--- src/rtl/sdram_arbiter.sv ---
// Two-port fixed-priority arbiter in front of sdram_controller: port 0 wins by default,
// port 1 is forced through after STARVE_LIMIT consecutive port-0 grants while it waits.
module sdram_arbiter #(
  parameter int ADDR_W       = 25,
  parameter int DATA_W       = 8,
  parameter int STARVE_LIMIT = 4
) (
  input  logic              clk,
  input  logic              reset,
  input  logic              p0_req,
  input  logic              p0_we,
  input  logic [ADDR_W-1:0] p0_addr,
  input  logic [DATA_W-1:0] p0_wdata,
  output logic              p0_ack,
  output logic [DATA_W-1:0] p0_rdata,
  output logic              p0_rvalid,
  input  logic              p1_req,
  input  logic              p1_we,
  input  logic [ADDR_W-1:0] p1_addr,
  input  logic [DATA_W-1:0] p1_wdata,
  output logic              p1_ack,
  output logic [DATA_W-1:0] p1_rdata,
  output logic              p1_rvalid,
  output logic [ADDR_W-1:0] sd_addr,
  output logic [DATA_W-1:0] sd_wr_data,
  output logic              sd_wr_enable,
  output logic              sd_rd_enable,
  input  logic [DATA_W-1:0] sd_rd_data,
  input  logic              sd_rd_ready,
  input  logic              sd_busy
);

  localparam int CNT_W = $clog2(STARVE_LIMIT + 1);
  localparam logic [CNT_W-1:0] LIMIT = CNT_W'(STARVE_LIMIT);

  typedef enum logic [1:0] {IDLE, ACCEPT, COMPLETE} state_t;

  // Handshake: a port holds req (with we/addr/wdata stable) until a one-cycle ack;
  // ack coincides with the single-cycle controller enable; rvalid is a one-cycle
  // pulse and rdata holds until that port's next read returns.
  state_t           state, state_next;
  logic [CNT_W-1:0] streak;
  logic             op_we;
  logic             owner;
  logic             grant;
  logic             grant_port;
  logic             finish_read;

  always_ff @(posedge clk) begin
    if (reset) state <= IDLE;
    else       state <= state_next;
  end

  always_comb begin
    state_next  = state;
    grant       = 1'b0;
    grant_port  = 1'b0;
    finish_read = 1'b0;
    case (state)
      IDLE: begin
        if (!sd_busy && (p0_req || p1_req)) begin
          grant      = 1'b1;
          grant_port = p1_req && (!p0_req || streak == LIMIT);
          state_next = ACCEPT;
        end
      end
      ACCEPT: begin
        // A fast controller may return read data before busy is ever seen.
        if (!op_we && sd_rd_ready) begin
          finish_read = 1'b1;
          state_next  = IDLE;
        end else if (sd_busy) begin
          state_next = COMPLETE;
        end
      end
      COMPLETE: begin
        if (op_we) begin
          if (!sd_busy) state_next = IDLE;
        end else if (sd_rd_ready) begin
          finish_read = 1'b1;
          state_next  = IDLE;
        end
      end
      default: state_next = IDLE;
    endcase
  end

  always_ff @(posedge clk) begin
    if (reset) begin
      p0_ack       <= 1'b0;
      p1_ack       <= 1'b0;
      p0_rvalid    <= 1'b0;
      p1_rvalid    <= 1'b0;
      p0_rdata     <= '0;
      p1_rdata     <= '0;
      sd_addr      <= '0;
      sd_wr_data   <= '0;
      sd_wr_enable <= 1'b0;
      sd_rd_enable <= 1'b0;
      op_we        <= 1'b0;
      owner        <= 1'b0;
    end else begin
      p0_ack       <= 1'b0;
      p1_ack       <= 1'b0;
      p0_rvalid    <= 1'b0;
      p1_rvalid    <= 1'b0;
      sd_wr_enable <= 1'b0;
      sd_rd_enable <= 1'b0;
      if (grant) begin
        owner <= grant_port;
        if (grant_port) begin
          op_we        <= p1_we;
          sd_addr      <= p1_addr;
          sd_wr_data   <= p1_wdata;
          p1_ack       <= 1'b1;
          sd_wr_enable <= p1_we;
          sd_rd_enable <= !p1_we;
        end else begin
          op_we        <= p0_we;
          sd_addr      <= p0_addr;
          sd_wr_data   <= p0_wdata;
          p0_ack       <= 1'b1;
          sd_wr_enable <= p0_we;
          sd_rd_enable <= !p0_we;
        end
      end
      if (finish_read) begin
        if (owner) begin
          p1_rdata  <= sd_rd_data;
          p1_rvalid <= 1'b1;
        end else begin
          p0_rdata  <= sd_rd_data;
          p0_rvalid <= 1'b1;
        end
      end
    end
  end

  // Streak counts port-0 wins that happened while port 1 was waiting.
  always_ff @(posedge clk) begin
    if (reset || !p1_req) begin
      streak <= '0;
    end else if (grant && grant_port) begin
      streak <= '0;
    end else if (grant && streak != LIMIT) begin
      streak <= streak + CNT_W'(1);
    end
  end

endmodule
--- config.mk ---
export PLATFORM = sky130hd
export DESIGN_NAME = sdram_arbiter
export DESIGN_NICKNAME = d
export VERILOG_FILES = /design/src/rtl/sdram_arbiter.sv
export SDC_FILE = /design/constraint.sdc
export NUM_CORES = 1
export LEC_CHECK = 0
export CAP_MARGIN = 20
export CORE_UTILIZATION = 35
export DETAILED_ROUTE_END_ITERATION = 6
export PLACE_DENSITY = 0.72
export SLEW_MARGIN = 15
export SYNTH_ARGS = -nofsm -noshare
export SYNTH_HDL_FRONTEND = slang
export SYNTH_SLANG_ARGS = --single-unit
--- constraint.sdc ---
create_clock -name clk -period 3.57 [get_ports clk]
set_input_delay 0.714 -clock clk [delete_from_list [all_inputs] [get_ports clk]]
set_output_delay 0.714 -clock clk [all_outputs]
set_load 0.1 [all_outputs]
==> results.sh, run 1 <==
export IMPL_rr_endpoint="p1_rdata[7]"
export IMPL_synth_seq_cells=62
export IMPL_rsz0062_at_grt="no"
export IMPL_pin_count=137
export IMPL_yosysWarningCount=0
export IMPL_final_hold_viol_count=0
export IMPL_crit_family="buffers and inverters"
export IMPL_async_flop_share_pct=0
export IMPL_cts_buffer_depth=2
export IMPL_grt_usage_pct=16.7
export IMPL_busiest_layer="met2"
export IMPL_ys_seq_area_share_pct=45.9
export IMPL_die_area_um2=8090
export IMPL_wl_per_cell_um=13.1
export IMPL_finalNetCount=486
export IMPL_antenna_found_initial=0
export IMPL_drv_slew=0
export IMPL_setup_ws_ns=1.02
export IMPL_crit_type="reg2out"
export IMPL_syn_num_nets=355
export IMPL_avgSynthCellArea_um2=10.1
export IMPL_relSlewSlack_pct=31.2
export IMPL_period_share_pct=71.3
export IMPL_holdPathStages=2
export IMPL_die_y_um=89.9
export IMPL_drt_iter0_drc=47
export IMPL_setup_viol_count_final=0
export IMPL_drive_gt1_share_pct=6.70
export IMPL_die_x_um=89.9
export IMPL_crit_buf_inv=1
export IMPL_gp_congestion=0.720
export IMPL_via_count=2321
export IMPL_dr_pass1_iters=4
export IMPL_hpwl_mm=4.90
export IMPL_clk_pin_slew_ns=0.07
export IMPL_status="complete, no violations"
export IMPL_drt_wl_total_mm=6.60
export IMPL_cp_slowest_cell="clkdlybuf4s50_1"
export IMPL_cp_data_arrival_time_ns=1.83
export IMPL_hold_start="sd_addr[17]"
export IMPL_ys_types=34
export IMPL_cts_setup_buffers=0
export IMPL_grt_overflow_total=0
export IMPL_cts_tree="done"
export IMPL_use_met3_pct=4.57
export IMPL_worst_ir_drop_vdd_mv=0.278
export IMPL_p_per_area_nw_per_um2=551
export IMPL_htree_levels=3
export IMPL_syn_area_um2=2710
export IMPL_holdPathEnd="sd_addr[17]"
export IMPL_tightest_slew_ns=1.03
export IMPL_finalCriticalPeriod_ns=2.55
export IMPL_cts_buffers=9
export IMPL_path_cells="clkdlybuf4s50_1"
export IMPL_fmax_ghz=0.393
export IMPL_crit_path_start_kind="register"
export IMPL_cap_violations=0
export IMPL_pre_cts_slack_ns=1.16
export IMPL_met2_usage_pct=27.8
export IMPL_synth_cells=267
export IMPL_required_ns=2.86
export IMPL_cts_sinks=62
export IMPL_p_total_w=0.00237
export IMPL_synth_edff_count=0
export IMPL_rows=31
export IMPL_n_antenna_cell=0
export IMPL_start_util_pct=36.7
export IMPL_critPathLaunch="sd_addr[22]"
export IMPL_ctsResizeCount=0
export IMPL_ant_nets=0
export IMPL_core_um2=7370
export IMPL_grt_pass1_vias=2276
export IMPL_cts_root_buf="clkbuf_8"
export IMPL_grt_max_degree=47
export IMPL_tns_ns=0
export IMPL_grt_pass1_wl_mm=10.9
export IMPL_power_leakage_nw=1.75
export IMPL_numPortBuffers=136
export IMPL_critPathCaptureType="output pin"
export IMPL_cts_hold_buf=0
export IMPL_syn_to_final_growth_pct=59.1
export IMPL_vias_per_cell=4.62
export IMPL_reg2reg_depth=6
export IMPL_finClkSkew_ns=0.00795
export IMPL_grt_met1_usage_pct=20.1
export IMPL_cpPeakStageDelay_ns=1.15
export IMPL_ff2ff_setup_slack_ns=1.63
export IMPL_drc=0
export IMPL_clkLatencyLatePin_ns=0.33
export IMPL_r2r_start="state[0]"
export IMPL_cp_max_fo=2
export IMPL_ys_flop_type="dfxtp_1"
export IMPL_hold_class="reg2reg"
state kept, by name, indices dropped and copies added, names as in the netlist:
name and cells:
sd_wr_data 8, p1_rdata 8, sd_wr_enable 1, streak 3, state 2, p0_ack 1, p1_rvalid 1, sd_addr 25
op_we 1, sd_rd_enable 1, p1_ack 1, p0_rvalid 1, owner 1, p0_rdata 8
how the worst max path moves through the flow:
stage,endpoint,slack [ns],depth (start not counted)
floorplan,p1_rdata[0],1.90,5
global placement,sd_rd_enable,1.23,5
detailed placement,sd_rd_enable,1.16,5
CTS,sd_wr_data[7],1.01,1
global route,sd_addr[22],0.97,1
finish,sd_addr[22],1.02,1
placed cells by master (no fill, tap or decap), drive strengths merged:
master         count
a31oi              1
nand2b             3
a21oi              5
nand3b             1
nand2              3
nor4               1
or2b               2
ha                 6
nor2b              1
a22oi              1
inv                4
clkinvlp           1
nand3              1
clkinv             4
nor2              57
a211oi            34
nor3               5
o21ai              2
clkdlybuf4s50    135
nor3b              2
or2                1
o41ai              1
bufinv             2
o211ai             1
o21a               1
a21bo              1
mux2i             50
clkbuf             9
buf                4
or3b               2
dfxtp             62
per-stage QoR:
stage,util [%],hold WS (ns),instances,area (µm²)
6_report,58.4,0.497,502,4310
5_1_grt,58.4,0.517,502,4310
4_1_cts,58.4,0.500,502,4310
3_5_place_dp,55.4,0.483,486,4080
3_3_place_gp,55.4,0.475,486,4080
2_1_floorplan,-,0.471,267,2710
report_power, final:
part	leakage, nW	total [W]	switching, W	internal [W]
clock	0.109	0.000676	0.000281	0.000395
combinational	1.13	0.000900	0.000628	0.000271
sequential	0.508	0.000798	0.0000371	0.000761
total	1.75	0.00237	0.000946	0.00143
cell type report:
| type | instances | area [µm²] |
|---|---|---|
| Clock inverter | 7 | 98.8 |
| Inverter | 4 | 15.0 |
| Clock buffer | 9 | 124 |
| Fill cell | 672 | 3060 |
| Timing Repair Buffer | 139 | 1380 |
| Tap cell | 99 | 124 |
| Sequential cell | 62 | 1240 |
| Multi-Input combinational cell | 182 | 1330 |
cell usage after synthesis (3+ instances only):
| master | number | area share (%) |
|---|---|---|
| dfxtp_1 | 62 | 46 |
| nor2_1 | 55 | 7.6 |
| mux2i_1 | 50 | 18 |
| a211oi_1 | 34 | 9.4 |
| buf_2 | 8 | 1.5 |
| clkbuf_1 | 7 | 0.97 |
| ha_1 | 6 | 2.8 |
| a21oi_1 | 5 | 0.92 |
| inv_1 | 4 | 0.55 |
| nor3_1 | 4 | 0.74 |
| nand2b_1 | 3 | 0.69 |
layer usage:
| metal | share of wire (%) | up-vias | wire length, µm |
|---|---|---|---|
| li1 | - | 1205 | - |
| met2 | 49 | 74 | 3240 |
| met5 | 0 | - | 0 |
| met1 | 42 | 1033 | 2800 |
| met4 | 1.7 | 0 | 109 |
| met3 | 6.7 | 9 | 442 |
cells by family (layout without fill, tap and decap cells):
family | Yosys count | count (layout) | share of synthesized area [%]
mux | 50 | 50 | 18.5
fa+ha+maj | 6 | 6 | 2.77
simple gates | 79 | 79 | 14.2
buf+inv | 23 | 159 | 5.18
compound gates | 47 | 47 | 13.5
flops | 62 | 62 | 45.9
(Power assumes the default switching activity.)
==> inputs of run 2 (changes only) <==
==> constraint.sdc (replaced) <==
create_clock -name clk -period 2.67 [get_ports clk]
set_input_delay 0.534 -clock clk [delete_from_list [all_inputs] [get_ports clk]]
set_output_delay 0.534 -clock clk [all_outputs]
set_load 0.1 [all_outputs]
==> run 2 against run 1 <==
- flip-flop and latch count stayed put
- clock skew is 0.00065 ns higher
- via count is 1.8% higher
- routed wire length is 0.45% higher
- highest routed layer unchanged
- critical path depth is 5 higher
- register-to-register slack worse by 0.88 ns
==> results.sh, run 2 (synthesized netlist as in run 1, its figures left out) <==
export IMPL_status="complete, no violations"
export IMPL_die_x_um=89.9
export IMPL_cts_tree="done"
export IMPL_drive_gt1_share_pct=20.5
export IMPL_drt_wl_total_mm=6.63
export IMPL_vias_per_cell=4.70
export IMPL_crit_path_start_kind="register"
export IMPL_cts_buffers=9
export IMPL_r2r_start="state[0]"
export IMPL_critPathCaptureType="register"
export IMPL_relSlewSlack_pct=54.5
export IMPL_setup_ws_ns=0.747
export IMPL_setup_viol_count_final=0
export IMPL_cts_buffer_depth=2
export IMPL_cts_setup_buffers=0
export IMPL_hold_start="sd_addr[7]"
export IMPL_start_util_pct=36.7
export IMPL_finalNetCount=487
export IMPL_tns_ns=0
export IMPL_via_count=2363
export IMPL_grt_usage_pct=16.8
export IMPL_die_area_um2=8090
export IMPL_cp_max_fo=9
export IMPL_drc=0
export IMPL_grt_pass1_wl_mm=11.0
export IMPL_antenna_found_initial=0
export IMPL_ant_nets=0
export IMPL_cts_root_buf="clkbuf_8"
export IMPL_period_share_pct=72.0
export IMPL_power_leakage_nw=1.82
export IMPL_drt_iter0_drc=67
export IMPL_numPortBuffers=136
export IMPL_ctsResizeCount=0
export IMPL_htree_levels=3
export IMPL_cap_violations=0
export IMPL_largest_reg_flops=25
export IMPL_finalCriticalPeriod_ns=1.92
export IMPL_die_y_um=89.9
export IMPL_p_per_area_nw_per_um2=718
export IMPL_pre_cts_slack_ns=0.404
export IMPL_dr_pass1_iters=4
export IMPL_ff2ff_setup_slack_ns=0.75
export IMPL_required_ns=2.87
export IMPL_p_total_w=0.00297
export IMPL_cts_sinks=62
export IMPL_grt_overflow_total=0
export IMPL_tightest_slew_ns=0.682
export IMPL_worst_ir_drop_vdd_mv=0.351
export IMPL_fmax_ghz=0.520
export IMPL_grt_pass1_vias=2281
export IMPL_rsz0062_at_grt="no"
export IMPL_core_um2=7370
export IMPL_cts_hold_buf=0
export IMPL_rr_endpoint="p1_rdata[5]"
export IMPL_mostFrequentLayoutCell="clkdlybuf4s50_1"
export IMPL_clkLatencyLatePin_ns=0.33
export IMPL_gp_congestion=0.754
export IMPL_rows=31
export IMPL_syn_to_final_growth_pct=53.0
export IMPL_pin_count=137
export IMPL_crit_type="reg2reg"
export IMPL_final_hold_viol_count=0
export IMPL_drv_slew=0
export IMPL_reg2reg_depth=6
export IMPL_mostFrequentLayoutCells="clkdlybuf4s50_1 (80), dfxtp_1 (62), buf_4 (58)"
export IMPL_grt_max_degree=71
export IMPL_cp_data_arrival_time_ns=2.12
export IMPL_top_register="sd_addr"
export IMPL_holdPathEnd="sd_addr[7]"
export IMPL_hpwl_mm=4.90
export IMPL_n_antenna_cell=0
export IMPL_wl_per_cell_um=13.2
export IMPL_clk_pin_slew_ns=0.07
export IMPL_holdPathStages=2
export IMPL_hold_class="reg2reg"
export IMPL_finClkSkew_ns=0.00861
[run 2: cell types whose count changed in the layout (fill, tap and decap cells not counted), sizes merged]
cell | previous run | this run
buf | 4 | 60
clkdlybuf4s50 | 135 | 80
clkinvlp | 1 | 5
bufinv | 2 | 0
clkinv | 4 | 2
[run 2: layout make-up]
type	instances	area, µm²
Sequential cell	62	1240
Tap cell	99	124
Multi-Input combinational cell	182	1330
Fill cell	678	3230
Clock buffer	9	124
Inverter	4	15.0
Clock inverter	7	51.3
Timing Repair Buffer	140	1260
[run 2: worst max path at each step]
stage / start / cells past startpoint / slack (ns) / to
after detailed placement: p0_req / 6 / 0.40 / sd_wr_data[4]
after CTS: state[0] / 6 / 0.75 / p1_rdata[5]
after global routing: state[0] / 6 / 0.64 / p1_rdata[5]
after floorplan: state[0] / 7 / 1.02 / p1_rdata[0]
after global placement: p0_req / 6 / 0.47 / sd_wr_data[0]
final: state[0] / 6 / 0.75 / p1_rdata[5]
[run 2: layer usage]
metal	vias to the layer above	wire length, µm	share of wire (%)	global-route usage, %
met5	-	0	0	0
met4	0	100	1.5	7.66
met3	8	371	5.6	4.06
met2	72	3270	49	27.4
met1	1077	2880	44	21.1
li1	1206	-	-	-
[run 2: per-stage QoR]
step,cell area [µm²],cells,hold WS (ns),utilization (%)
6_report,4140,503,0.500,56.2
2_1_floorplan,2710,267,0.471,-
4_1_cts,4140,503,0.502,56.2
5_1_grt,4140,503,0.519,56.2
3_5_place_dp,3970,487,0.489,53.8
3_3_place_gp,3970,487,0.479,53.8
[run 2: report_power, final]
| part | switching, W | internal, W |
|---|---|---|
| sequential | 0.0000528 | 0.00102 |
| clock | 0.000385 | 0.000335 |
| combinational | 0.000842 | 0.000340 |
[run 2: worst max-delay path, stage by stage (launching register included)]
cell,delay (ns)
dfxtp_1,0.38
inv_1,0.10
ha_1,0.31
o211ai_2,0.13
or3b_1,0.59
mux2i_1,0.23
nor2_1,0.05
